### src/rtl/riscv_pkg.sv
`default_nettype none
// ============================================================================
// riscv_pkg : core-wide constants and the fetch queue entry type
// Revision  : 1.0
// ============================================================================
package riscv_pkg;

  localparam int INSTR_BYTES = 4;
  localparam int PC_W        = 64;
  localparam int INSTR_W     = 32;

  // addi x0, x0, 0 -- inserted by IF/ID when it is flushed
  localparam logic [31:0] NOP_INSTR = 32'h0000_0013;

  typedef struct packed {
    logic [PC_W-1:0]    pc;
    logic [INSTR_W-1:0] instr;
  } fetch_entry_t;

endpackage
`default_nettype wire

### src/rtl/fifo_sync.sv
`default_nettype none
// ============================================================================
// fifo_sync : synchronous circular FIFO with occupancy count and flush
// Revision  : 1.0
// ============================================================================
module fifo_sync #(
  parameter int WIDTH = 8,
  parameter int DEPTH = 4
) (
  input  logic                     clk,
  input  logic                     reset,
  input  logic                     flush,
  input  logic                     push,
  input  logic                     pop,
  input  logic [WIDTH-1:0]         wdata,
  output logic [WIDTH-1:0]         rdata,
  output logic [$clog2(DEPTH):0]   count,
  output logic                     empty
);

  localparam int AW = $clog2(DEPTH);

  logic [WIDTH-1:0] mem [DEPTH];
  logic [AW-1:0]    wr_ptr;
  logic [AW-1:0]    rd_ptr;
  logic             full;
  logic             do_push;
  logic             do_pop;

  assign empty   = (count == '0);
  assign full    = (count == (AW+1)'(DEPTH));
  assign do_pop  = pop && !empty;
  // a full FIFO can still take a write when the head leaves in the same cycle
  assign do_push = push && (!full || do_pop);
  assign rdata   = mem[rd_ptr];

  always_ff @(posedge clk or posedge reset) begin
    if (reset) begin
      wr_ptr <= '0;
      rd_ptr <= '0;
      count  <= '0;
      for (int i = 0; i < DEPTH; i++) begin
        mem[AW'(i)] <= '0;
      end
    end else if (flush) begin
      wr_ptr <= '0;
      rd_ptr <= '0;
      count  <= '0;
    end else begin
      if (do_push) begin
        mem[wr_ptr] <= wdata;
        wr_ptr      <= wr_ptr + AW'(1);
      end
      if (do_pop) begin
        rd_ptr <= rd_ptr + AW'(1);
      end
      count <= count + (AW+1)'(do_push) - (AW+1)'(do_pop);
    end
  end

  a_no_overflow: assert property (@(posedge clk) disable iff (reset)
    !(push && full && !pop && !flush));

endmodule
`default_nettype wire

### src/rtl/fetch_queue.sv
`default_nettype none
// ============================================================================
// fetch_queue : fetch PC, pipelined imem requests and instruction queue.
//               FETCH_QUEUE_BYPASS_EN adds a same-cycle response-to-output path.
// Revision    : 1.0
// ============================================================================
module fetch_queue
  import riscv_pkg::*;
#(
  parameter int              XLEN     = 64,
  parameter int              ILEN     = 32,
  parameter int              DEPTH    = 4,
  parameter logic [XLEN-1:0] RESET_PC = '0
) (
  input  logic            clk,
  input  logic            reset,
  output logic            imem_req_valid,
  output logic [XLEN-1:0] imem_req_addr,
  input  logic            imem_req_ready,
  input  logic            imem_rsp_valid,
  input  logic [ILEN-1:0] imem_rsp_instr,
  input  logic            redirect_valid,
  input  logic [XLEN-1:0] redirect_pc,
  output logic            out_valid,
  input  logic            out_ready,
  output logic [ILEN-1:0] out_instr,
  output logic [XLEN-1:0] out_pc
);

  localparam int           CW        = $clog2(DEPTH) + 1;
  localparam logic [CW:0]  DEPTH_SUM = (CW+1)'(DEPTH);

  logic [XLEN-1:0] fetch_pc;
  logic [XLEN-1:0] rsp_pc;
  logic [CW-1:0]   outst;
  logic [CW-1:0]   drop;
  logic [CW-1:0]   count;
  logic            q_empty;
  logic            q_push;
  logic            q_pop;
  logic            accept;
  logic            rsp_live;
  fetch_entry_t    q_wdata;
  fetch_entry_t    q_rdata;

  // Credit rule: queued plus in-flight never exceeds DEPTH, so every
  // response is guaranteed a slot.
  assign imem_req_valid = !reset && !redirect_valid &&
                          (({1'b0, count} + {1'b0, outst}) < DEPTH_SUM);
  assign imem_req_addr  = fetch_pc;
  assign accept         = imem_req_valid && imem_req_ready;
  assign rsp_live       = imem_rsp_valid && (drop == '0) && !redirect_valid;

  always_comb begin
    q_wdata       = '0;
    q_wdata.pc    = PC_W'(rsp_pc);
    q_wdata.instr = INSTR_W'(imem_rsp_instr);
  end

`ifdef FETCH_QUEUE_BYPASS_EN
  logic bypass;

  assign bypass    = rsp_live && q_empty && !reset;
  assign q_push    = rsp_live && !(bypass && out_ready);
  assign q_pop     = !q_empty && out_ready;
  assign out_valid = !q_empty || bypass;
  assign out_instr = bypass ? imem_rsp_instr : q_rdata.instr[ILEN-1:0];
  assign out_pc    = bypass ? rsp_pc         : q_rdata.pc[XLEN-1:0];
`else
  assign q_push    = rsp_live;
  assign q_pop     = !q_empty && out_ready;
  assign out_valid = !q_empty;
  assign out_instr = q_rdata.instr[ILEN-1:0];
  assign out_pc    = q_rdata.pc[XLEN-1:0];
`endif

  fifo_sync #(
    .WIDTH ($bits(fetch_entry_t)),
    .DEPTH (DEPTH)
  ) u_fifo (
    .clk   (clk),
    .reset (reset),
    .flush (redirect_valid),
    .push  (q_push),
    .pop   (q_pop),
    .wdata (q_wdata),
    .rdata (q_rdata),
    .count (count),
    .empty (q_empty)
  );

  always_ff @(posedge clk or posedge reset) begin
    if (reset) begin
      fetch_pc <= RESET_PC;
      rsp_pc   <= RESET_PC;
      outst    <= '0;
      drop     <= '0;
    end else if (redirect_valid) begin
      // everything still in flight belongs to the old path and must be discarded
      outst    <= outst - CW'(imem_rsp_valid);
      drop     <= outst - CW'(imem_rsp_valid);
      fetch_pc <= redirect_pc;
      rsp_pc   <= redirect_pc;
    end else begin
      if (accept) begin
        fetch_pc <= fetch_pc + XLEN'(INSTR_BYTES);
      end
      outst <= outst + CW'(accept) - CW'(imem_rsp_valid);
      if (imem_rsp_valid) begin
        if (drop != '0) begin
          drop <= drop - CW'(1);
        end else begin
          rsp_pc <= rsp_pc + XLEN'(INSTR_BYTES);
        end
      end
    end
  end

endmodule
`default_nettype wire
### config.mk
export PLATFORM = sky130hd
export DESIGN_NAME = fetch_queue
export DESIGN_NICKNAME = d
export VERILOG_FILES = /design/src/rtl/riscv_pkg.sv /design/src/rtl/fifo_sync.sv /design/src/rtl/fetch_queue.sv
export SDC_FILE = /design/constraint.sdc
export NUM_CORES = 1
export LEC_CHECK = 0
export BUFFER_PORTS_ARGS = -buffer_cell sky130_fd_sc_hd__buf_2
export CORE_MARGIN = 1.5
export CORE_UTILIZATION = 53
export DETAILED_ROUTE_END_ITERATION = 6
export GPL_ROUTABILITY_DRIVEN = 0
export GPL_TIMING_DRIVEN = 0
export PLACE_DENSITY_LB_ADDON = 0.3
export SKIP_LAST_GASP = 1
export SLEW_MARGIN = 10
export SYNTH_ARGS = -nofsm -noshare
export SYNTH_HDL_FRONTEND = slang
export SYNTH_SLANG_ARGS = --single-unit
### constraint.sdc
create_clock -name clk -period 11.2 [get_ports clk]
set_input_delay 2.24 -clock clk [delete_from_list [all_inputs] [get_ports clk]]
set_output_delay 2.24 -clock clk [all_outputs]
set_load 0.05 [all_outputs]
==> impl_metrics.tcl, run 1 <==
set metrics [dict create \
    status "finished clean" \
    period_needed_ps 6523 \
    p_switching_mw 2.839 \
    syn_to_final_growth_pct 16.92 \
    r2r-start "u_fifo.count[1]" \
    cts_sinks 525 \
    die_h_um 214.9 \
    synthCells 1716 \
    grt_usage 0.2901 \
    finalSetupTns_ps 0 \
    tightest_slew_ps 984.7 \
    path_common_cell "clkbuf_1" \
    placed_cells 2584 \
    final_common_cell "dfrtp_1" \
    ff2ff_path_depth 14 \
    start_util 0.5372 \
    cts_setup_buffers 0 \
    cts_buffer_depth 3 \
    vdd.ir_drop.worst_v 0.0001715 \
    ant_nets 0 \
    grt_pass1_wl_um 102200 \
    cap_violations 0 \
    cp_slowest_cell "buf_1" \
    synth.yosys.seq_area_share 0.5922 \
    routed_wl_um 66420 \
    syn_area_um2 23810 \
    yosys_warnings 0 \
    root_buffer "clkbuf_16" \
    syn_nets 1836 \
    p_leak_nw 11.17 \
    vias 17096 \
    critical-path-max-stage-delay_ps 460 \
    ctsHoldBuffers 0 \
    grt_max_degree 47 \
    clk_latency_ps 610 \
    layout_common_cells "333 x dfrtp_1, 289 x buf_2, 205 x mux2_2, 192 x edfxtp_1, 119 x nand2_1" \
    cp_max_fo 10 \
    cts.clk_slew.worst_paths_ps 50 \
    rrSetupSlack_ps 6640 \
    cp-start-kind "primary input" \
    core_um2 44320 \
    grt.overflow.total 0 \
    placementRows 77 \
    antenna_found_initial 2 \
    layout.nets 2168 \
    path_class "in2out" \
    routedWlPerCell_um 24.72 \
    rsz0062_at_grt "false" \
    seqPwrFrac 0.377 \
    p_total_mw 7.127 \
    io_buffers 262 \
    startpoint "redirect_valid" \
    die_area_um2 46200 \
    ctsResizeCount 0 \
    worstHoldPathCells 0 \
    hold_violations 0 \
    relSlewSlack 0.3375 \
    cts_buffers 54 \
    cp.arrival_ps 4280 \
    layout.cells.non_filler 2687 \
    final_util 0.6281 \
    drive_gt1_frac 0.3372 \
    p_comb_frac 0.383 \
    internal_power_mw 4.288 \
    grt_pass1_vias 16923 \
    synthArstFlopShare 0.6343 \
    drc_errors 0 \
    dp_hpwl_um 47220 \
    synth_edf_count 192 \
    drt-pass1-iter-count 6 \
    crit_chain "clkbuf_1 -> inv_1 -> clkbuf_1 -> buf_1 -> and3_1 -> buf_2" \
    avgViaCountPerCell 6.362 \
    worst_clock_skew_ps 29.28 \
    cts_max_level 2 \
    maxSlewViolCount 0 \
    cts_tree "yes" \
    ys.flop_type "dfrtp_1" \
    fin_hold_ws_ps 468.6 \
    ios 264 \
    p_per_area_nw_per_um2 256.1 \
    holdCritPathClass "reg2reg" \
    min_from "rsp_pc[47]" \
    avgSynthCellArea_um2 13.87 \
    r2r_end "outst[2]" \
    period_share 0.5824 \
    worstHoldEndpoint "u_fifo.mem[79]" \
    post_synth_num_cell_types 60 \
    fp.dieW_um 214.9 \
    sw_frac_of_total 0.3983 \
    fmax_mhz 153.3 \
    drt_iter0_drc 1742 \
    clockPowerShare 0.240 \
    required_ps 8960 \
    setup_violations 0 \
    ys_ff_latch 525 \
    endpoint_kind "output port" \
]
## cell type report
cell class,count,area (um^2)
fill,3398,16480
clock buffer,83,1510
tap,592,740.7
multi-input combinational,1050,9151
buffer,95,394.1
antenna,1,2.502
sequential,525,14100
inverter,46,176.4
clock inverter,19,153.9
timing repair buffer,276,1607
## power by group through the flow
stage          Sequential (mW)  Clock, mW  Combinational [mW]
6_report                  2.69       1.71                2.73
5_1_grt                   2.74       1.81                2.87
4_1_cts                   2.68       1.73                2.76
3_5_place_dp              2.71          0                2.75
3_3_place_gp              2.68          0                2.69
2_1_floorplan             2.73          0                2.03
## metal layers
metal / share of wire / up-vias / global-route usage
li1: - / 7261 / -
met1: 0.41 / 8747 / 0.4163
met2: 0.47 / 935 / 0.4524
met3: 0.090 / 151 / 0.04699
met4: 0.034 / 2 / 0.1023
met5: 0.00018 / - / 0
## critical path, delay by kind of cell
| kind | cells | cell delay (ps) |
|---|---|---|
| buffers and inverters | 5 | 1690 |
| and+or+nand+nor | 1 | 340 |
## cell usage after synthesis (11+ instances only)
| library cell | instances | area share |
|---|---|---|
| mux4_2 | 96 | 0.091 |
| nor3_1 | 21 | 0.0044 |
| o31ai_1 | 11 | 0.0035 |
| buf_1 | 17 | 0.0027 |
| nand2_1 | 119 | 0.019 |
| nand3_1 | 82 | 0.017 |
| buf_2 | 27 | 0.0057 |
| xor2_1 | 31 | 0.011 |
| a21oi_1 | 12 | 0.0025 |
| nor2_1 | 61 | 0.0096 |
| or4_1 | 28 | 0.0088 |
| nand4_1 | 61 | 0.016 |
| and2_1 | 18 | 0.0047 |
| nor4_1 | 21 | 0.0055 |
| a31oi_1 | 26 | 0.0068 |
| and3_1 | 13 | 0.0034 |
| o311ai_0 | 18 | 0.0066 |
| clkbuf_1 | 50 | 0.0079 |
| inv_1 | 46 | 0.0073 |
| ha_1 | 16 | 0.0084 |
| edfxtp_1 | 192 | 0.24 |
| dfrtp_1 | 333 | 0.35 |
| mux2_2 | 205 | 0.097 |
| o211ai_1 | 31 | 0.0098 |
| o21ai_0 | 63 | 0.013 |
| xnor2_1 | 22 | 0.0081 |
## how the worst max path moves through the flow
stage	endpoint	slack, ps	cells past startpoint
after floorplan	u_fifo.mem[0]	1400	2
after global placement	u_fifo.mem[18]	-2580	3
after detailed placement	imem_req_valid	4720	6
after CTS	imem_req_valid	4730	6
after global routing	imem_req_valid	4560	6
final	imem_req_valid	4680	6
## kinds of logic (layout without fill, tap and decap cells)
logic type,Yosys count,in the layout,share of synthesized area
other,0,1,0
adders and majority gates,18,18,0.01009
DFF,525,525,0.5922
AOI/OAI and AO/OA,193,193,0.05329
xor gates and xnor gates,53,53,0.01950
muxes,312,312,0.1925
and+or+nand+nor,474,474,0.1086
buffers and inverters,141,519,0.02381
## stage by stage
stage	area (um^2)	worst slack, ps
floorplan	23810	1401
global placement	25860	-2575
detailed placement	26170	4722
CTS	27830	4732
global route	27830	4561
finish	27830	4677
## flip-flops by register name (all words and copies together) (netlist names)
name,count
drop,3
rsp_pc,64
u_fifo.wr_ptr,2
u_fifo.mem,384
u_fifo.count,3
outst,3
u_fifo.rd_ptr,2
imem_req_addr,64
Power figures use the tool's default switching activity.
==> run 2, diff against run 1 <==
ABC_AREA = 1   (was unset)
CORE_UTILIZATION = 54   (was 53)
clock period = 5.4 ns   (was 11.2 ns; I/O delays follow)
==> impl_metrics.tcl, run 2 <==
set metrics [dict create \
    status "finished clean" \
    layout_common_cells "1023 x nand2_1, 453 x o21ai_0, 448 x nor2_1, 333 x dfrtp_1, 286 x buf_2" \
    ys_top_cells_by_area "dfrtp_1 32%, edfxtp_1 22%, nand2_1 15%" \
    vias 24558 \
    routed_wl_um 84520 \
    finalSetupTns_ps 0 \
    core_um2 47950 \
    root_buffer "clkbuf_16" \
    wl_met1_um 32910 \
    required_ps 4320 \
    synth_top_area_frac 0.3161 \
    ctsHoldBuffers 0 \
    drt_iter0_drc 2613 \
    yosysMostFrequentCell "nand2_1" \
    placementRows 80 \
    synthCells 3272 \
    endpoint_kind "output port" \
    avgViaCountPerCell 5.759 \
    top_layer_used "met4" \
    cts_setup_buffers 0 \
    syn_area_um2 26360 \
    r2r-start "u_fifo.count[1]" \
    setup_violations 0 \
    grt.overflow.total 0 \
    path_class "reg2out" \
    fp.dieW_um 223.9 \
    ios 264 \
    p_per_area_nw_per_um2 520.9 \
    cts_buffer_depth 3 \
    avgSynthCellArea_um2 8.056 \
    synthArstFlopShare 0.6343 \
    routedWlPerCell_um 19.82 \
    drt-pass1-iter-count 6 \
    start_util 0.5497 \
    antennaDiodeCount 0 \
    post_synth_num_cell_types 43 \
    netlist_top_cells_count "1023 x nand2_1, 453 x o21ai_0, 448 x nor2_1" \
    period_needed_ps 4487 \
    yosys_warnings 0 \
    rsz0062_at_grt "false" \
    drc_errors 0 \
    fmax_mhz 222.9 \
    met3WireLength_um 8191 \
    hold_violations 0 \
    grt_max_degree 53 \
    cp_max_fo 10 \
    syn_nets 3392 \
    cts_tree "yes" \
    final_common_cell "nand2_1" \
    grt_pass1_wl_um 129900 \
    grt_usage 0.3376 \
    ant_nets 0 \
    ff2ff_path_depth 13 \
    maxSlewViolCount 0 \
    placed_cells 4162 \
    cts_buffers 54 \
    cp-start-kind "register" \
    cp.arrival_ps 3410 \
    relSlewSlack 0.4318 \
    ctsResizeCount 0 \
    cts_max_level 2 \
    cts_sinks 525 \
    dp_hpwl_um 60150 \
    ys.flop_type "dfrtp_1" \
    holdCritPathClass "reg2reg" \
    largest_register_ffs 384 \
    layout.nets 3723 \
    die_area_um2 50140 \
    yosys.area.top_type "dfrtp_1" \
    p_leak_nw 13.75 \
    synth_edf_count 192 \
    nFillCells 4105 \
    layout.cells.non_filler 4264 \
    clk_latency_ps 630 \
    wl_met2_um 39080 \
    cap_violations 0 \
    startpoint "u_fifo.rd_ptr[1]" \
    cts.clk_slew.worst_paths_ps 60 \
    synth.yosys.seq_area_share 0.5349 \
    vdd.ir_drop.worst_v 0.0003534 \
    period_share 0.8308 \
    drive_gt1_frac 0.1291 \
    io_buffers 262 \
    crit_path_end "out_pc[36]" \
    r2r_end "outst[2]" \
    syn_to_final_growth_pct 15.95 \
    worst_clock_skew_ps 18.71 \
    regMostFlops "u_fifo.mem" \
    tightest_slew_ps 852.3 \
    antenna_found_initial 1 \
    grt_pass1_vias 23359 \
    die_h_um 223.9 \
    ys_ff_latch 525 \
    rrSetupSlack_ps 2540 \
]
run 2: cell type report:
class,instances,area [um^2],share of cell area
Tap cell,615,769.5,0.02518
Sequential cell,525,14100,0.4613
Clock inverter,28,286.5,0.009375
Timing Repair Buffer,275,1587,0.05191
Multi-Input combinational cell,2374,10700,0.3502
Buffer,158,750.7,0.02456
Clock buffer,74,1549,0.05068
Inverter,215,819.5,0.02681
run 2: worst min path at each step:
stage	from	end	slack, ps	cells after the start
finish	rsp_pc[6]	u_fifo.mem[134]	470	0
global route	rsp_pc[6]	u_fifo.mem[134]	490	0
CTS	rsp_pc[6]	u_fifo.mem[134]	480	0
detailed placement	rsp_pc[6]	u_fifo.mem[134]	460	0
global placement	imem_req_addr[0]	imem_req_addr[0]	460	2
floorplan	rsp_pc[6]	u_fifo.mem[134]	440	0
run 2: per-layer routing:
layer	vias to the layer above	track usage
li1	11427	-
met1	11522	0.4509
met2	1362	0.5415
met3	247	0.04971
met4	0	0.1676
met5	-	0
run 2: cell families (layout without fill, tap and decap cells):
kind of cell	after synthesis	in the layout	share of synthesized area
XOR/XNOR	40	40	0.01329
flip-flops	525	525	0.5349
AO/OA/AOI/OAI	628	628	0.1266
buffers and inverters	373	750	0.05943
adder cells (fa/ha/maj)	18	18	0.009114
AND/OR/NAND/NOR	1688	1688	0.2567
run 2: stage by stage:
step / area [um^2] / hold WS (ps) / setup slack, ps / power, mW / util
global route: 30560 / 487.4 / 827.1 / 16.63 / 0.6374
detailed placement: 28730 / 463.2 / 1492 / 12.00 / 0.5992
CTS: 30560 / 476.8 / 933.6 / 15.86 / 0.6374
global placement: 28440 / 455.3 / -6310 / 11.87 / 0.5933
finish: 30560 / 472.9 / 913.5 / 15.92 / 0.6374
floorplan: 26360 / 436.8 / -2805 / 10.10 / -
run 2: power by group:
group / switching (mW) / internal (mW)
clock network: 1.66 / 2.22
logic: 4.76 / 1.50
registers: 0.778 / 5.00
total: 7.20 / 8.72
run 2: critical path, stage by stage (launching register included):
cell and delay (ps):
dfrtp_1 540, inv_1 360, clkbuf_1 600, clkbuf_1 420, o21ai_0 170, o22ai_1 340, buf_2 350
